**config.mk**
```make
export PLATFORM = sky130hd
export DESIGN_NAME = fifo_read_ctrl
export DESIGN_NICKNAME = d
export VERILOG_FILES = /design/src/rtl/fifo_read_ctrl.sv
export SDC_FILE = /design/constraint.sdc
export NUM_CORES = 1
export LEC_CHECK = 0
export ABC_CLOCK_PERIOD_IN_PS = 2610
export CAP_MARGIN = 20
export CELL_PAD_IN_SITES_DETAIL_PLACEMENT = 0
export CELL_PAD_IN_SITES_GLOBAL_PLACEMENT = 2
export CORE_ASPECT_RATIO = 1.2
export CORE_UTILIZATION = 32
export CTS_CLUSTER_SIZE = 40
export DETAILED_ROUTE_END_ITERATION = 10
export GPL_TIMING_DRIVEN = 0
export PLACE_DENSITY = 0.81
export SLEW_MARGIN = 15
export SYNTH_ARGS = -nofsm -noshare
export SYNTH_HDL_FRONTEND = slang
export SYNTH_SLANG_ARGS = --single-unit
export TNS_END_PERCENT = 20
```
**constraint.sdc**
```tcl
create_clock -name clk_i -period 2.61 [get_ports clk_i]
set_input_delay 0.3915 -clock clk_i [delete_from_list [all_inputs] [get_ports clk_i]]
set_output_delay 0.3915 -clock clk_i [all_outputs]
set_load 0.05 [all_outputs]
```
**src/rtl/fifo_read_ctrl.sv**
```systemverilog
// Read-side pointer control for an asynchronous FIFO: synchronizes the Gray write
// pointer, advances the read pointer on accepted pops, and derives empty/level flags.
module fifo_read_ctrl #(
  parameter int unsigned ADDR_SIZE   = 3,
  parameter int unsigned SYNC_STAGES = 2,
  parameter int unsigned AE_THRESH   = 1
) (
  input  logic                 clk_i,
  input  logic                 rst_i,
  input  logic [ADDR_SIZE:0]   w_ptr_gray_i,
  input  logic                 inc_i,
  output logic [ADDR_SIZE:0]   ptr_o,
  output logic [ADDR_SIZE-1:0] addr_o,
  output logic                 fifo_empty_o,
  output logic                 almost_empty_o,
  output logic [ADDR_SIZE:0]   level_o,
  output logic                 underflow_o
);

  localparam int unsigned W = ADDR_SIZE + 1;

  function automatic logic [W-1:0] bin2gray(input logic [W-1:0] b);
    return (b >> 1) ^ b;
  endfunction

  function automatic logic [W-1:0] gray2bin(input logic [W-1:0] g);
    logic [W-1:0] b;
    b = g;
    for (int i = 1; i < int'(W); i++) begin
      b = b ^ (g >> i);
    end
    return b;
  endfunction

  logic [SYNC_STAGES-1:0][W-1:0] sync_q;
  logic [W-1:0]                  wgray_s;
  logic [W-1:0]                  wbin_s;
  logic [W-1:0]                  rbin;
  logic [W-1:0]                  rbin_next_c;
  logic [W-1:0]                  rgray_next_c;
  logic [W-1:0]                  level_next_c;
  logic                          pop_c;
  logic                          empty_next_c;
  logic                          ae_next_c;

  // Write-pointer synchronizer; only the final stage feeds any logic.
  always_ff @(posedge clk_i or posedge rst_i) begin
    if (rst_i) begin
      sync_q <= '0;
    end else if (SYNC_STAGES > 1) begin
      sync_q <= {sync_q[SYNC_STAGES-2:0], w_ptr_gray_i};
    end else begin
      sync_q <= w_ptr_gray_i;
    end
  end

  assign wgray_s = sync_q[SYNC_STAGES-1];
  assign wbin_s  = gray2bin(wgray_s);

  // Flags are computed from the post-pop pointer so the last word cannot be popped twice.
  always_comb begin
    pop_c        = inc_i & ~fifo_empty_o;
    rbin_next_c  = rbin + W'(pop_c);
    rgray_next_c = bin2gray(rbin_next_c);
    empty_next_c = (rgray_next_c == wgray_s);
    level_next_c = wbin_s - rbin_next_c;
    ae_next_c    = (level_next_c <= W'(AE_THRESH));
  end

  always_ff @(posedge clk_i or posedge rst_i) begin
    if (rst_i) begin
      rbin           <= '0;
      ptr_o          <= '0;
      fifo_empty_o   <= 1'b1;
      level_o        <= '0;
      almost_empty_o <= 1'b1;
      underflow_o    <= 1'b0;
    end else begin
      rbin           <= rbin_next_c;
      ptr_o          <= rgray_next_c;
      fifo_empty_o   <= empty_next_c;
      level_o        <= level_next_c;
      almost_empty_o <= ae_next_c;
      underflow_o    <= inc_i & fifo_empty_o;
    end
  end

  assign addr_o = rbin[ADDR_SIZE-1:0];

endmodule
```
==> metrics, run 1 <==
Clock Latency Late Sink between 0.3 and 0.4 ns; detailed-route vias per instance between 4 and 5; sequential element share of the synthesized area between 60% and 70%; DRC 0; Fill cells about 250; Min Hold Slack roughly 0.36 ns; Detail Placement HPWL around 990 um; CP Launch Type input port; # port buffers 20; DR pass1 iterations 4; chain of cells forming the critical path clkdlybuf4s50_1, nor2b_1, ha_2, ha_2, xnor2_1, ha_1, or3b_2, o311ai_4, xnor2_1, nor3_2; vias between 500 and 600; most used cells in the layout excluding fill and tap cells clkdlybuf4s50_1, dfrtp_1, xnor2_1; slowest stage delay, CP about 0.48 ns; FP Rows 20; maximum number of pins on one net before global-route repair 23; adder-cell area share of the yosys netlist under 10%; # nets final 102; class of the most critical hold timing path flip-flop to flip-flop; die footprint 3080 sq um; portion of netlist area occupied by mux cells roughly 1.1%; Crit path required time 2.85 ns; run status completed; category of the worst setup path capture point flip-flop; area of the core ~2600 sq um; area taken by flip-flops and latches 553 sq um; GRT Resource Usage Total between 10% and 20%; setup slack of the worst register-to-register path 0.23 ns; total of flip-flops plus latches after synthesis 22; crit path setup slack, layout 0.195 ns; number of warnings printed during yosys synthesis 0; Area Overhead vs Synth 33.5%; mean post-synth cell area ~14 sq um; maximum fanout encountered on the critical timing path 3; launching point of the worst reg2reg path fifo_empty_o; synth unique cells 19; pre-CTS worst setup slack -0.233 ns; XOR/XNOR share of the synthesized area about 18%; height of the die ~61 um; CTS clock-pin slew for the worst setup and hold paths between 0.1 and 0.15 ns; Final setup violation count 0; RSZ-0062 raised after global routing false; # hold bufs at CTS 0; CTS H-Tree Depth 1; post-synthesis share of cell area spent on and, or, nand and nor gates roughly 6.3%; total nets after synthesis 76; count of boundary I/O pins 21; cell type of the slowest stage on the worst timing path or3b_2; GP Congestion approximately 0.7; number of antenna violations at the first check in global routing 0; Routed WL per cell 10.8 um; critical path endpoint almost_empty_o; post-route antenna net violation count 0; total negative setup slack 0 ns; data arrival time at the worst-slack endpoint roughly 2.7 ns; initial cell density of the core between 30% and 40%; Die Span X approximately 51 um; worst-case clock buffer depth 2; Netlist Area Pre-Place a little over 900 sq um; CTS tree yes; largest family of logic cells by synthesized area XOR/XNOR gates; endpoint of the lowest-slack register-to-register path almost_empty_o; number of hold-slack violations in the final timing report 0; number of standard cells after synthesis between 60 and 70; WS Path Type input port to flip-flop; Critical Path Source inc_i; number of global-route vias before repair 537; count of clock tree sinks 22; area of the multi-input gates between 300 and 400 sq um; depth of the worst register-to-register path 9; number of design-rule violations left by the first detailed-router iteration 14; number of violations of the max-capacitance limit 0; Synth Area in Compound Gates about 4.5%; diode insertion count for antenna repair 0; routed wire length about 1300 um; count of pins over their slew limit 0; Inserted Clock Buffers 3; maximum frequency from static timing analysis around 410 MHz; wire length of the first global-routing pass about 2300 um; proportion of layout cells with a drive suffix above 1 14.6%; minimum period implied by the final worst setup slack ~2.4 ns; Worst Max-Slew Pin Slew ~0.8 ns; final clock period utilization by the worst path 92.5%; Root Buffer Master clkbuf_4; worst-case clock skew ~0.0046 ns; total congestion overflow after global routing 0; tightest slew margin relative to the limit 47.4%
[stage by stage]
stage | cells | utilization [%] | instance area [sq um]
global route | 122 | 46.5 | 1220
detailed placement | 117 | 44.0 | 1160
CTS | 121 | 46.0 | 1210
global placement | 117 | 44.0 | 1160
finish | 122 | 46.5 | 1220
floorplan | 64 | - | 915
[cells in the mapped netlist, drive strengths merged]
library cell	instances	area [sq um]
ha	5	62.6
xnor3	1	23.8
nor2b	1	6.26
nand3	1	5.00
inv	6	22.5
or3b	1	8.76
xnor2	9	78.8
and2	3	18.8
o311ai	1	26.3
mux2i	1	10.0
xor2	7	61.3
nor2	1	3.75
dfstp	2	52.6
a21boi	1	7.51
nor3	2	15.0
dfrtp	20	500
o21bai	1	7.51
clkbuf	1	3.75
[kinds of logic (layout without fill, tap and decap cells)]
kind of cell             count (synthesis)  in the layout
AO/OA/AOI/OAI                            3              3
XOR/XNOR                                17             17
buffers and inverters                    7             32
adder cells (fa/ha/maj)                  5              5
multiplexers                             1              1
flip-flops                              22             22
AND/OR/NAND/NOR                          9              9
[per-layer routing]
metal / wire, um / track usage [%]
met3: 64 / 1.50
met4: 47 / 8.33
met5: 0 / 0
met1: 510 / 12.1
met2: 691 / 18.5
[worst max-delay path: cells and delay by family]
kind | cells | cell delay (ns)
AO/OA/AOI/OAI | 1 | 0.10
AND/OR/NAND/NOR | 3 | 0.73
XOR/XNOR | 2 | 0.26
adder cells (fa/ha/maj) | 3 | 0.72
buffers and inverters | 1 | 0.46
[layout make-up]
| class | count | share of cell area [%] |
|---|---|---|
| Sequential cell | 22 | 45.3 |
| Timing Repair Buffer | 21 | 17.0 |
| Tap cell | 33 | 3.38 |
| Buffer | 1 | 0.307 |
| Clock inverter | 1 | 2.46 |
| Inverter | 6 | 1.84 |
| Clock buffer | 3 | 1.84 |
| Multi-Input combinational cell | 35 | 27.9 |
[timing repair]
action,in CTS,in global routing
setup buffers,0,1
gates resized for setup,0,2
hold endpoints to repair,0,0
setup endpoints to repair,0,2
[registers in the layout, summed over array words and instances, names as in the netlist]
| register | count |
|---|---|
| level_o | 4 |
| ptr_o | 4 |
| sync_q | 4 |
| wgray_s | 4 |
| rbin | 3 |
| almost_empty_o | 1 |
| fifo_empty_o | 1 |
| underflow_o | 1 |
[how the worst min path moves through the flow]
stage / cells past startpoint / slack, ns / end / startpoint
final: 0 / 0.36 / wgray_s[0] / sync_q[0]
after global routing: 0 / 0.36 / wgray_s[0] / sync_q[0]
after CTS: 0 / 0.37 / wgray_s[3] / sync_q[3]
after detailed placement: 0 / 0.34 / wgray_s[3] / sync_q[3]
after global placement: 0 / 0.33 / wgray_s[2] / sync_q[2]
after floorplan: 0 / 0.33 / wgray_s[0] / sync_q[0]
Power of run 1 is not shown: default switching activity piles up to over one toggle a cycle in this logic, so the estimate is an artifact.
==> run 2: changes to the inputs <==
--- a/config.mk
+++ b/config.mk
@@ -5,16 +5,16 @@
 export SDC_FILE = /design/constraint.sdc
 export NUM_CORES = 1
 export LEC_CHECK = 0
-export ABC_CLOCK_PERIOD_IN_PS = 2610
+export ABC_CLOCK_PERIOD_IN_PS = 2100
 export CAP_MARGIN = 20
 export CELL_PAD_IN_SITES_DETAIL_PLACEMENT = 0
 export CELL_PAD_IN_SITES_GLOBAL_PLACEMENT = 2
 export CORE_ASPECT_RATIO = 1.2
-export CORE_UTILIZATION = 32
+export CORE_UTILIZATION = 29
 export CTS_CLUSTER_SIZE = 40
 export DETAILED_ROUTE_END_ITERATION = 10
 export GPL_TIMING_DRIVEN = 0
-export PLACE_DENSITY = 0.81
+export PLACE_DENSITY = 0.78
 export SLEW_MARGIN = 15
 export SYNTH_ARGS = -nofsm -noshare
 export SYNTH_HDL_FRONTEND = slang
==> constraint.sdc (replaced) <==
create_clock -name clk_i -period 2.1 [get_ports clk_i]
set_input_delay 0.315 -clock clk_i [delete_from_list [all_inputs] [get_ports clk_i]]
set_output_delay 0.315 -clock clk_i [all_outputs]
set_load 0.05 [all_outputs]
==> run 2 against run 1 <==
Against the previous run: the flow now finishes with violations (setup timing); sequential share of layout area down 2.2 points; critical path depth down 1; global-route usage down 0.22 points; final cell count up 0.82%; utilization down 2.1 points; critical endpoint unchanged; setup slack worse by 0.27 ns; register-to-register slack worse by 0.30 ns; routed wire length up 6.0%; die area up 10%; design area up 5.0%; highest routed layer unchanged; critical path type is now flip-flop to flip-flop; clock skew up 0.00055 ns; via count down 3.6%.
==> metrics, run 2 (same netlist as run 1, synthesis figures left out) <==
run status complete, but fails checks; violated checks setup timing; CTS clock-pin slew for the worst setup and hold paths 0.12 ns (about the same); endpoint of the lowest-slack register-to-register path almost_empty_o; number of antenna violations at the first check in global routing 0 (unchanged); DRC 0 (unchanged); most used cells in the layout excluding fill and tap cells dfrtp_1, clkdlybuf4s50_1, xor2_1, xnor2_1, inv_1; crit path setup slack, layout -0.0747 ns (-0.269 ns); GRT Resource Usage Total 10.5% (-0.22 points); launching point of the worst reg2reg path fifo_empty_o; diode insertion count for antenna repair 0 (unchanged); RSZ-0062 raised after global routing true; critical path endpoint almost_empty_o; CP Launch Type flip-flop; detailed-route vias per instance 4.14 (-4.4%); number of hold-slack violations in the final timing report 0 (unchanged); count of clock tree sinks 22 (unchanged); Worst Max-Slew Pin Slew 0.798 ns (+0.0101 ns); die footprint 3380 sq um (+10%); category of the worst setup path capture point flip-flop; class of the most critical hold timing path flip-flop to flip-flop; Root Buffer Master clkbuf_4; Detail Placement HPWL 1010 um (+1.9%); number of violations of the max-capacitance limit 0 (unchanged); count of pins over their slew limit 0 (unchanged); count of boundary I/O pins 21 (unchanged); Inserted Clock Buffers 3 (unchanged); area of the core 2890 sq um (+10%); minimum period implied by the final worst setup slack around 2.2 ns; DR pass1 iterations 2 (-2); total congestion overflow after global routing 0 (unchanged); FP Rows 21 (+5.0%); proportion of layout cells with a drive suffix above 1 20.2% (+5.6 points); CTS H-Tree Depth 1 (unchanged); Clock Latency Late Sink 0.30 ns (about the same); Die Span X 53.3 um (+4.8%); CTS tree yes; Routed WL per cell 11.3 um (+5.2%); setup slack of the worst register-to-register path -0.07 ns (-0.30 ns); maximum frequency from static timing analysis between 400 and 500 MHz; post-route antenna net violation count 0 (unchanged); vias 509 (-3.6%); Final setup violation count 2 (+2); number of global-route vias before repair 541 (+0.74%); height of the die 63.5 um (+4.9%); data arrival time at the worst-slack endpoint 2.41 ns (-0.25 ns); Crit path required time 2.33 ns (-0.52 ns); top metal layer carrying routed signals met4; maximum fanout encountered on the critical timing path 3 (unchanged); most common cell after layout, fill and taps aside dfrtp_1; maximum number of pins on one net before global-route repair 23 (unchanged); WS Path Type flip-flop to flip-flop; Critical Path Source fifo_empty_o; tightest slew margin relative to the limit 46.8% (-0.67 points); total negative setup slack -0.0940 ns (-0.0940 ns); GP Congestion 0.708 (+1.2%); worst-case clock skew 0.00510 ns (+0.000549 ns); Met1 Wirelength 611 um (+20%); initial cell density of the core 31.6% (-3.2 points); worst-case clock buffer depth 2 (unchanged); met2 routed WL 675 um (-2.3%); # nets final 102 (unchanged); met3 wirelength from detailed routing 90 um (+41%); number of design-rule violations left by the first detailed-router iteration 1 (-13); # hold bufs at CTS 0 (unchanged); depth of the worst register-to-register path 9 (unchanged); routed wire length 1390 um (+6.0%); Area Overhead vs Synth 40.2%; # port buffers 20 (unchanged); final clock period utilization by the worst path 104%; wire length of the first global-routing pass 2500 um (+9.3%)
run 2: changes by cell type in the layout (fill, tap and decap cells not counted), sizes merged:
cell / delta
clkdlybuf4s50: -1
buf: +1
clkbuf: -1
dlymetal6s2s: +1
run 2: worst min path at each step:
stage	slack (ns)	from	cells after the start	end
detailed placement	0.33	sync_q[1]	0	wgray_s[1]
global route	0.37	sync_q[1]	0	wgray_s[1]
finish	0.36	sync_q[1]	0	wgray_s[1]
floorplan	0.30	rst_i	1	level_o[0]
global placement	0.33	sync_q[3]	0	wgray_s[3]
CTS	0.36	sync_q[1]	0	wgray_s[1]
run 2: cell type report:
| class | count | area, sq um |
|---|---|---|
| Sequential cell | 22 | 553 |
| Inverter | 6 | 22.5 |
| Multi-Input combinational cell | 35 | 394 |
| Clock inverter | 1 | 30.0 |
| Fill cell | 278 | 1610 |
| Tap cell | 34 | 42.5 |
| Clock buffer | 3 | 22.5 |
| Timing Repair Buffer | 22 | 218 |
run 2: stage by stage:
step           util (%)  setup WS (ns)  instances  instance area, sq um  hold slack [ns]
6_report           44.4        -0.0747        123                  1280            0.362
5_1_grt            44.4         -0.146        123                  1280            0.372
4_1_cts            43.9        -0.0700        122                  1270            0.364
3_5_place_dp       41.3         -0.463        118                  1190            0.335
3_3_place_gp       41.3         -0.435        118                  1190            0.332
2_1_floorplan         -         -0.217         64                   951            0.303
run 2: metal layers:
layer	vias to the layer above	track usage (%)
met5	-	0
met4	0	4.93
met3	2	3.38
met2	17	15.5
met1	236	13.7
li1	254	-
run 2: timing repair:
item	4_1_cts	5_1_grt
resized for setup	2	2
setup buffers	1	1
pin swaps	1	1
setup endpoints to repair	3	4
run 2: worst max-delay path, cell delays in order, from the launching register on:
cell and delay (ns):
dfstp_2 0.56, nor2b_2 0.04, ha_2 0.21, ha_4 0.19
xnor2_4 0.15, ha_4 0.28, or3b_4 0.38, o311ai_4 0.08
xnor2_2 0.11, nor3_2 0.12
Power of run 2 is left out for the same reason.
==> run 3: changes to the inputs <==
--- a/config.mk
+++ b/config.mk
@@ -10,11 +10,11 @@
 export CELL_PAD_IN_SITES_DETAIL_PLACEMENT = 0
 export CELL_PAD_IN_SITES_GLOBAL_PLACEMENT = 2
 export CORE_ASPECT_RATIO = 1.2
-export CORE_UTILIZATION = 29
+export CORE_UTILIZATION = 36
 export CTS_CLUSTER_SIZE = 40
 export DETAILED_ROUTE_END_ITERATION = 10
-export GPL_TIMING_DRIVEN = 0
-export PLACE_DENSITY = 0.78
+export DONT_BUFFER_PORTS = 1
+export PLACE_DENSITY = 0.77
 export SLEW_MARGIN = 15
 export SYNTH_ARGS = -nofsm -noshare
 export SYNTH_HDL_FRONTEND = slang
==> run 3 against run 2 <==
Against the previous run: the run still ends with setup timing left; routed wire length decreased by 3.3%; sequential share of layout area up 6.6 points; non-clock buffer count decreased by 13; die area fell by 19%; critical path type unchanged; critical endpoint unchanged.
==> metrics, run 3 (same netlist as run 1, synthesis figures left out) <==
WS Path Type flip-flop to flip-flop; number of antenna violations at the first check in global routing 0 (unchanged); # nets final 89 (-13%); initial cell density of the core 38.9% (+7.2 points); Clock Latency Late Sink 0.30 ns (about the same); wire length of the first global-routing pass 2300 um (-8.3%); most common cell after layout, fill and taps aside dfrtp_1; data arrival time at the worst-slack endpoint 2.34 ns (-0.07 ns); GRT met2 Usage 20.1% (+4.6 points); maximum frequency from static timing analysis 474 MHz (+3.1%); minimum period implied by the final worst setup slack 2.11 ns (-0.0648 ns); buffers plus inverters on the worst setup path 0 (unchanged); total placed instance area 1050 sq um (-12%); Fill cells 207 (-26%); maximum number of pins on one net before global-route repair 23 (unchanged); RSZ-0062 raised after global routing true; final clock period utilization by the worst path 100% (-3.1 points); total negative setup slack -0.00998 ns (+0.0840 ns); CTS H-Tree Depth 1 (unchanged); count of pins over their slew limit 0 (unchanged); CTS tree yes; maximum fanout encountered on the critical timing path 2 (-1); total congestion overflow after global routing 0 (unchanged); pre-CTS worst setup slack -0.0408 ns (+0.422 ns); Area Overhead vs Synth 21.6%; vias 470 (-7.7%); proportion of layout cells with a drive suffix above 1 30.3% (+10 points); slowest stage delay, CP 0.55 ns (about the same); global-route met3 utilization 1.90% (-1.5 points); die footprint 2750 sq um (-19%); crit path setup slack, layout -0.00998 ns (+0.0648 ns); DRC 0 (unchanged); number of violations of the max-capacitance limit 0 (unchanged); Critical Path Most Common Cell ha_4; count of clock tree sinks 22 (unchanged); diode insertion count for antenna repair 0 (unchanged); GP Congestion 0.698 (-1.4%); Crit path required time 2.33 ns (about the same); cell type group with the largest total delay on the critical path adder cells; DR pass1 iterations 1 (-1); # Post-CTS Setup Buffers 0 (-1); Die Span X 48.0 um (-9.9%); height of the die 57.2 um (-9.9%); cell type of the slowest stage on the worst timing path dfstp_2; violated checks setup timing; # port buffers 0 (-100%); Worst Max-Slew Pin Slew 0.818 ns (+0.0202 ns); number of design-rule violations left by the first detailed-router iteration 0 (-1); Design Area, Final 1110 sq um (-13%); Final setup violation count 1 (-1); number of logic stages on the critical path including buffering 9 (unchanged); number of global-route vias before repair 550 (+1.7%); Inserted Clock Buffers 3 (unchanged); CTS clock-pin slew for the worst setup and hold paths 0.12 ns (about the same); Detail Placement HPWL 964 um (-4.9%); Hold Crit Depth 0 (unchanged); post-route antenna net violation count 0 (unchanged); worst-case clock skew 0.00304 ns (-0.00206 ns); Routed WL per cell 12.6 um (+11%); chain of cells forming the critical path nor2b_1, ha_2, ha_4, xnor2_4, ha_4, or3b_4, o311ai_4, xnor2_2, nor3_2; CP Launch Type flip-flop; Post-Route Utilization 47.3% (+2.9 points); worst-case clock buffer depth 2 (unchanged); detailed-route vias per instance 4.39 (+6.1%); area of the core 2350 sq um (-19%); FP Rows 19 (-9.5%); run status complete, but fails checks; routed wire length 1350 um (-3.3%); most used cells in the layout excluding fill and tap cells dfrtp_1, buf_4, xor2_1, xnor2_1, inv_1; tightest slew margin relative to the limit 45.4% (-1.3 points); count of boundary I/O pins 21 (unchanged); most utilized layer in the global route result met2; category of the worst setup path capture point flip-flop; Root Buffer Master clkbuf_4; GRT Resource Usage Total 12.2% (+1.6 points); class of the most critical hold timing path input port to flip-flop; met1 GRT Util 14.8% (+1.1 points); number of hold-slack violations in the final timing report 0 (unchanged); depth of the worst register-to-register path 9 (unchanged)
run 3: final timing paths:
check | endpoint | slack (ns) | from
setup / recovery | almost_empty_o | -0.01 | fifo_empty_o
max in group asynchronous | level_o[2] | 1.55 | rst_i
hold / removal | sync_q[1] | 0.03 | w_ptr_gray_i[1]
min in group asynchronous | level_o[0] | 0.04 | rst_i
hold reg to reg | wgray_s[2] | 0.36 | sync_q[2]
setup reg to reg | almost_empty_o | -0.01 | fifo_empty_o
run 3: through the flow:
| stage | cells | hold slack [ns] |
|---|---|---|
| after global placement | 102 | 0.333 |
| after detailed placement | 102 | 0.335 |
| final | 107 | 0.0307 |
| after global routing | 107 | 0.000282 |
| after floorplan | 64 | 0.303 |
| after CTS | 106 | 0.0165 |
run 3: per-layer routing:
layer  vias up  part of all wire (%)
li1        227                     -
met1       228                    41
met2        13                    54
met3         2                   3.9
met4         0                   1.0
met5         -                     0
run 3: timing repair:
action / in CTS / in global routing
hold buffers: 0 / 1
endpoints found under the setup margin: 2 / 2
resized for setup: 2 / 0
pin swaps: 1 / 0
endpoints found under the hold margin: 0 / 1
run 3: layout make-up:
cell class | instances | area [sq um] | share of cell area, %
sequential | 22 | 553 | 49.7
clock buffer | 4 | 36.3 | 3.26
inverter | 6 | 22.5 | 2.02
timing repair buffer | 9 | 70.1 | 6.30
multi-input combinational | 35 | 392 | 35.2
tap | 31 | 38.8 | 3.49
run 3: worst register-to-register path, cell delays in order (launching register included):
cell and delay [ns]:
dfstp_2 0.55, nor2b_1 0.04, ha_2 0.19, ha_4 0.18, xnor2_4 0.14, ha_4 0.27
or3b_4 0.38, o311ai_4 0.08, xnor2_2 0.10, nor3_2 0.11
Power of run 3 is left out for the same reason.
